[src/rtl/fib_bcd_capture_pkg.sv]
// fib_pkg: shared definitions for the Fibonacci result capture / BCD block.
//   - default bus width and BCD digit count
//   - FSM state encodings and the state enum built on them
package fib_pkg;

  localparam int DEF_BUS_WIDTH = 8;
  localparam int DEF_DIGITS    = 3;

  localparam logic [1:0] ST_IDLE_ENC    = 2'd0;
  localparam logic [1:0] ST_CONVERT_ENC = 2'd1;
  localparam logic [1:0] ST_HOLD_ENC    = 2'd2;

  typedef enum logic [1:0] {
    ST_IDLE    = ST_IDLE_ENC,
    ST_CONVERT = ST_CONVERT_ENC,
    ST_HOLD    = ST_HOLD_ENC
  } state_e;

endpackage

[src/rtl/fib_bcd_capture_if.sv]
// fib_bcd_capture_if: valid/ready output channel carrying a finished BCD
// conversion and the index that produced it.
//   out_valid : producer holds a finished result
//   out_ready : consumer accepts when high together with out_valid
//   bcd       : packed BCD, digit 0 in bits [3:0]
//   n_tag     : index captured with the result
interface fib_bcd_capture_if
  import fib_pkg::*;
#(
  parameter int BUS_WIDTH = DEF_BUS_WIDTH,
  parameter int DIGITS    = DEF_DIGITS
);

  logic                   out_valid;
  logic                   out_ready;
  logic [4*DIGITS-1:0]    bcd;
  logic [BUS_WIDTH-1:0]   n_tag;

  modport master (output out_valid, output bcd, output n_tag, input out_ready);
  modport slave  (input out_valid, input bcd, input n_tag, output out_ready);

endinterface

[src/rtl/fib_bcd_capture_bcd_add3.sv]
// bcd_add3: combinational double-dabble digit correction.
//   digit_i : one BCD digit before the shift
//   digit_o : digit_i + 3 when digit_i >= 5, otherwise digit_i
module bcd_add3 (
  input  logic [3:0] digit_i,
  output logic [3:0] digit_o
);

  // Pre-shift correction so the doubled digit carries into the next decade.
  always_comb begin
    digit_o = digit_i;
    if (digit_i >= 4'd5) begin
      digit_o = digit_i + 4'd3;
    end else begin
      digit_o = digit_i;
    end
  end

endmodule

[src/rtl/fib_bcd_capture.sv]
// fib_bcd_capture: captures a Fibonacci result on the rising edge of Stop,
// converts it to packed BCD with a sequential shift-add-3 engine and offers it
// on a valid/ready channel. One conversion at a time; completions seen while
// busy are discarded and flagged on drop.
//   clock     : rising-edge clock
//   reset     : synchronous, active-low
//   Stop      : upstream done level, completion = 0->1 transition
//   fibonacci : upstream result
//   n         : index that produced the result
//   busy      : conversion in progress or result waiting for acceptance
//   drop      : single-cycle pulse when a completion edge is discarded
//   out_if    : result channel (out_valid/out_ready/bcd/n_tag)
module fib_bcd_capture
  import fib_pkg::*;
#(
  parameter int BUS_WIDTH = DEF_BUS_WIDTH,
  parameter int DIGITS    = DEF_DIGITS
)(
  input  logic                 clock,
  input  logic                 reset,
  input  logic                 Stop,
  input  logic [BUS_WIDTH-1:0] fibonacci,
  input  logic [BUS_WIDTH-1:0] n,
  output logic                 busy,
  output logic                 drop,
  fib_bcd_capture_if.master    out_if
);

  localparam int CNT_W = $clog2(BUS_WIDTH + 1);
  localparam int BCD_W = 4 * DIGITS;

  state_e               state_q, state_d;
  logic                 stop_q;
  logic [CNT_W-1:0]     cnt_q, cnt_d;
  logic [BUS_WIDTH-1:0] bin_q, bin_d;
  logic [BCD_W-1:0]     bcd_q, bcd_d;
  logic [BUS_WIDTH-1:0] ntag_q, ntag_d;
  logic                 out_valid_q, out_valid_d;
  logic                 busy_q, busy_d;
  logic [BCD_W-1:0]     bcd_adj_s;
  logic                 stop_rise_s;
  logic                 drop_s;

  assign stop_rise_s = Stop & ~stop_q;

  // One add-3 corrector per BCD digit, all working on the current accumulator.
  for (genvar g = 0; g < DIGITS; g++) begin : g_add3
    bcd_add3 u_add3 (
      .digit_i (bcd_q[4*g +: 4]),
      .digit_o (bcd_adj_s[4*g +: 4])
    );
  end

  // Next-state, datapath and output-register logic.
  always_comb begin
    state_d = state_q;
    cnt_d   = cnt_q;
    bin_d   = bin_q;
    bcd_d   = bcd_q;
    ntag_d  = ntag_q;
    case (state_q)
      ST_IDLE: begin
        if (stop_rise_s) begin
          bin_d   = fibonacci;
          ntag_d  = n;
          bcd_d   = {BCD_W{1'b0}};
          cnt_d   = CNT_W'(BUS_WIDTH);
          state_d = ST_CONVERT;
        end else begin
          state_d = ST_IDLE;
        end
      end
      ST_CONVERT: begin
        // Corrected digits and remaining binary shift together; binary MSB
        // enters the BCD LSB.
        {bcd_d, bin_d} = {bcd_adj_s, bin_q} << 1;
        cnt_d          = cnt_q - CNT_W'(1);
        if (cnt_q == CNT_W'(1)) begin
          state_d = ST_HOLD;
        end else begin
          state_d = ST_CONVERT;
        end
      end
      ST_HOLD: begin
        if (out_valid_q && out_if.out_ready) begin
          state_d = ST_IDLE;
        end else begin
          state_d = ST_HOLD;
        end
      end
      default: begin
        state_d = ST_IDLE;
      end
    endcase
    out_valid_d = (state_d == ST_HOLD);
    busy_d      = (state_d != ST_IDLE);
    // Any completion edge outside IDLE is lost, including the handshake cycle.
    drop_s      = stop_rise_s & (state_q != ST_IDLE);
  end

  // State, edge-detector and datapath registers with synchronous reset.
  always_ff @(posedge clock) begin
    if (!reset) begin
      state_q     <= ST_IDLE;
      stop_q      <= 1'b0;
      cnt_q       <= {CNT_W{1'b0}};
      bin_q       <= {BUS_WIDTH{1'b0}};
      bcd_q       <= {BCD_W{1'b0}};
      ntag_q      <= {BUS_WIDTH{1'b0}};
      out_valid_q <= 1'b0;
      busy_q      <= 1'b0;
    end else begin
      state_q     <= state_d;
      stop_q      <= Stop;
      cnt_q       <= cnt_d;
      bin_q       <= bin_d;
      bcd_q       <= bcd_d;
      ntag_q      <= ntag_d;
      out_valid_q <= out_valid_d;
      busy_q      <= busy_d;
    end
  end

  assign out_if.out_valid = out_valid_q;
  assign out_if.bcd       = bcd_q;
  assign out_if.n_tag     = ntag_q;
  assign busy             = busy_q;
  assign drop             = drop_s;

endmodule
[src/flat_wrapper.sv]
// flat-port wrapper written by rule: the top's interface ports become plain ports
module fib_bcd_capture_flat import fib_pkg::*;
#(
  parameter int BUS_WIDTH = DEF_BUS_WIDTH,
  parameter int DIGITS    = DEF_DIGITS
)
  (clock, reset, Stop, fibonacci, n, busy, drop, out_if_out_valid, out_if_bcd, out_if_n_tag, out_if_out_ready);
  fib_bcd_capture_if #(.BUS_WIDTH(BUS_WIDTH), .DIGITS(DIGITS)) out_if_i ();
  input  logic clock;
  input  logic reset;
  input  logic Stop;
  input  logic [BUS_WIDTH-1:0] fibonacci;
  input  logic [BUS_WIDTH-1:0] n;
  output logic busy;
  output logic drop;
  output wire logic [$bits(out_if_i.out_valid)-1:0] out_if_out_valid;
  output wire logic [$bits(out_if_i.bcd)-1:0] out_if_bcd;
  output wire logic [$bits(out_if_i.n_tag)-1:0] out_if_n_tag;
  input wire logic [$bits(out_if_i.out_ready)-1:0] out_if_out_ready;
  assign out_if_out_valid = out_if_i.out_valid;
  assign out_if_bcd = out_if_i.bcd;
  assign out_if_n_tag = out_if_i.n_tag;
  assign out_if_i.out_ready = out_if_out_ready;
  fib_bcd_capture #(.BUS_WIDTH(BUS_WIDTH), .DIGITS(DIGITS)) u_core (.clock(clock), .reset(reset), .Stop(Stop), .fibonacci(fibonacci), .n(n), .busy(busy), .drop(drop), .out_if(out_if_i));
endmodule
[config.mk]
export PLATFORM = sky130hd
export DESIGN_NAME = fib_bcd_capture_flat
export DESIGN_NICKNAME = d
export VERILOG_FILES = /design/src/rtl/fib_bcd_capture_pkg.sv /design/src/rtl/fib_bcd_capture_if.sv /design/src/rtl/fib_bcd_capture_bcd_add3.sv /design/src/rtl/fib_bcd_capture.sv /design/src/flat_wrapper.sv
export SDC_FILE = /design/constraint.sdc
export NUM_CORES = 1
export LEC_CHECK = 0
export BUFFER_PORTS_ARGS = -buffer_cell sky130_fd_sc_hd__buf_2
export CELL_PAD_IN_SITES_DETAIL_PLACEMENT = 2
export CELL_PAD_IN_SITES_GLOBAL_PLACEMENT = 2
export CORE_MARGIN = 1.5
export CORE_UTILIZATION = 35
export CTS_BUF_LIST = sky130_fd_sc_hd__clkbuf_4 sky130_fd_sc_hd__clkbuf_8
export DETAILED_ROUTE_END_ITERATION = 10
export HOLD_SLACK_MARGIN = 0.03
export MAX_ROUTING_LAYER = met4
export PLACE_DENSITY_LB_ADDON = 0.15
export SLEW_MARGIN = 20
export SYNTH_ARGS = -nofsm -noshare
export SYNTH_HDL_FRONTEND = slang
export SYNTH_SLANG_ARGS = --single-unit
[constraint.sdc]
create_clock -name clock -period 3.3 [get_ports clock]
set_input_delay 0 -clock clock [delete_from_list [all_inputs] [get_ports clock]]
set_output_delay 0 -clock clock [all_outputs]
set_load 0.01 [all_outputs]
==> metrics.txt <==
row count 26; dpl hpwl 3510 µm; CTS tree yes; total power per unit cell area between 400 and 500 nW/µm²; #FFs+latches synth 37; largest family of logic cells by synthesized area simple AND/OR/NAND/NOR gates; RSZ-0062 raised after global routing false; most frequent cell after synthesis dfxtp_1; Slew Limit Fails 0; per-cell routed wire length around 16 µm; via count around 1600; initial cell density of the core about 36%; register area share after synthesis between 40% and 50%; Final Hold Viols 0; Core Area about 5100 µm²; fin crit share a little under three fifths; crit path launch type flop; Slowest Stage Delay on Critical Path roughly 0.78 ns; status finished, final reports clean; Setup Crit Path Kind reg -> reg; clock root buffer clkbuf_8; Peak supply drop 0.000188 V; grt ovf 0; first-pass GRT wire length approximately 8300 µm; Initial DRC Count 41; Slowest-stage cell, CP dfxtp_1; Worst-Margin Slew roughly 0.70 ns; crit path cell chain nand2b_1 > or4b_1 > nand3_1; I/O Pins 43; min Tclk post-route approximately 1.9 ns; Syn Area/Cell just over 9 µm²; gpl congestion about 0.7; synthesized cell area roughly 1800 µm²; Rel. slew slack between 50 and 60%; final setup violation count 0; Post-synth top flop dfxtp_1; Yosys top cell by area dfxtp_1; Post-synth top cells dfxtp_1, nand2_1, a21boi_1, o2bb2ai_1, and2_1; compound-cell area share of the yosys netlist between 20% and 30%; Antenna diodes 0; syn_nets 228; EDFF count, synth 0; antenna-violating nets left 0; Clock Path Buffers 2; FILL cells just under 600; TritonCTS Buffers 5; pin count of the biggest net entering global routing 36; I/O Buffers 42; synth-to-layout area growth 21.6%; Die X between 70 and 80 µm; share of layout cells above drive strength 1 a little under a quarter; mux cell area share after synthesis under 10%; Yosys cell types 37; setup TNS 0 ns; FFs w/ async S/R, synth 0%; fmax roughly 0.53 GHz; area fraction in and, or, nand and nor cells after synthesis 22.6%; CTS H-Tree Depth 2; worst-case clock skew between 0.008 and 0.009 ns; drt pass-1 iters 4; Total Routing Usage GR about a fifth; CP Data Arrival Time approximately 2.1 ns; chip height roughly 75 µm; number of remaining DRC errors 0; crit path max fanout 20; final hold slack roughly 0.17 ns; WP data required between 3 and 4 ns; Post-Synth Adder-Cell Area 5.49%; Area after DPL approximately 2000 µm²; YS warnings 0; worst-skew pair later-pin latency approximately 0.3 ns; xor/xnor cell area share of the yosys netlist 1.92%; drt total wl 5160 µm; Max Cap Viol 0; Vias/cell between 5 and 6; PostCTS Resize Cnt 0; kind of end point of the critical path flop; Yosys top cell area share between 40 and 50%; Die ar. around 5700 µm²; Post-Syn Instances 200; vias in the first global route around 1700; initial antenna violation count 0; Synth area leaders dfxtp_1, o2bb2ai_1, ha_1; Clock transition at path regs ~0.08 ns; CTS Sinks 37; worst hold-check path type in -> reg; post-route design area ~2200 µm²; LEAKAGE around 0.00094 µW; Final nets ~270
## what timing repair did
action / in CTS / in global routing
hold buffers: 10 / 0
hold endpoints to repair: 10 / 0
buffers inserted: 0 / 0
## worst paths after layout
path / cells after the start / end / slack, ns / start
setup / recovery: 3 / u_core.out_if.bcd[2] / 1.42 / u_core.state_q[0]
hold / removal: 5 / u_core.state_q[1] / 0.17 / out_if_out_ready
setup reg to reg: 3 / u_core.out_if.bcd[2] / 1.42 / u_core.state_q[0]
hold reg to reg: 2 / u_core.out_if.bcd[0] / 0.47 / u_core.bin_q[7]
## report_power, final
group	internal [µW]	switching [µW]	leakage, µW	total, µW
logic	63.5	77.9	0.000587	141
registers	469	21.7	0.000302	490
clock network	155	168	0.0000484	322
## worst max-delay path: cells and delay by family, from the launching register on
| family | cells | cell delay [ns] |
|---|---|---|
| flops | 1 | 0.78 |
| simple gates | 3 | 1.04 |
## per-stage QoR
stage	total power [µW]	instances	utilization, %	setup WS [ns]
finish	954	317	43.7	1.42
global route	1010	317	43.7	1.27
CTS	963	317	43.7	1.39
detailed placement	633	299	40.0	1.42
global placement	620	299	40.0	1.55
floorplan	596	200	-	1.77
## final cells by class
| cell class | count | area, µm² | share of cell area (%) |
|---|---|---|---|
| Sequential cell | 37 | 741 | 33.4 |
| Clock buffer | 6 | 76.3 | 3.44 |
| Clock inverter | 2 | 10.0 | 0.452 |
| Multi-Input combinational cell | 142 | 961 | 43.4 |
| Inverter | 8 | 30.0 | 1.36 |
| Tap cell | 70 | 87.6 | 3.95 |
| Timing Repair Buffer | 52 | 310 | 14.0 |
## cells by family after synthesis
kind of cell	after synthesis
AOI/OAI and AO/OA	52
xor gates and xnor gates	4
adders and majority gates	8
buffers and inverters	21
DFF	37
muxes	2
and+or+nand+nor	76
## metal layers
metal | track usage, % | vias up | part of all wire [%]
met1 | 23.6 | 788 | 45
met2 | 36.4 | 36 | 50
met5 | - | - | 0
li1 | - | 778 | -
met3 | 4.02 | 7 | 3.0
met4 | 5.95 | 0 | 1.2
## placed cells by master, fill, tap and decap left out, types with 2 or more instances in the layout
master | synthesis | routed
xnor2_1 | 3 | 3
a21oi_1 | 6 | 6
and2_1 | 10 | 10
nor2_1 | 5 | 5
nor3_1 | 6 | 6
o2bb2ai_1 | 13 | 13
buf_2 | 4 | 42
a22oi_1 | 7 | 7
nor2b_1 | 9 | 9
and3_1 | 2 | 2
nand2b_1 | 4 | 4
o21ai_0 | 4 | 4
nand2_1 | 23 | 23
nand4_1 | 2 | 2
ha_1 | 8 | 8
dlygate4sd3_1 | 0 | 10
inv_1 | 8 | 8
mux2_2 | 2 | 2
dfxtp_1 | 37 | 37
clkbuf_8 | 0 | 5
clkinv_2 | 0 | 2
a21boi_1 | 13 | 13
o21a_1 | 4 | 4
nand3_1 | 8 | 8
## state kept, by name (all words and copies together) (netlist names)
signal / count
u_core.bin_q: 8
u_core.out_if.bcd: 12
u_core.busy: 1
u_core.cnt_q: 4
u_core.out_if.n_tag: 8
u_core.state_q: 2
u_core.out_if.out_valid: 1
u_core.stop_q: 1
Power figures use the tool's default switching activity.
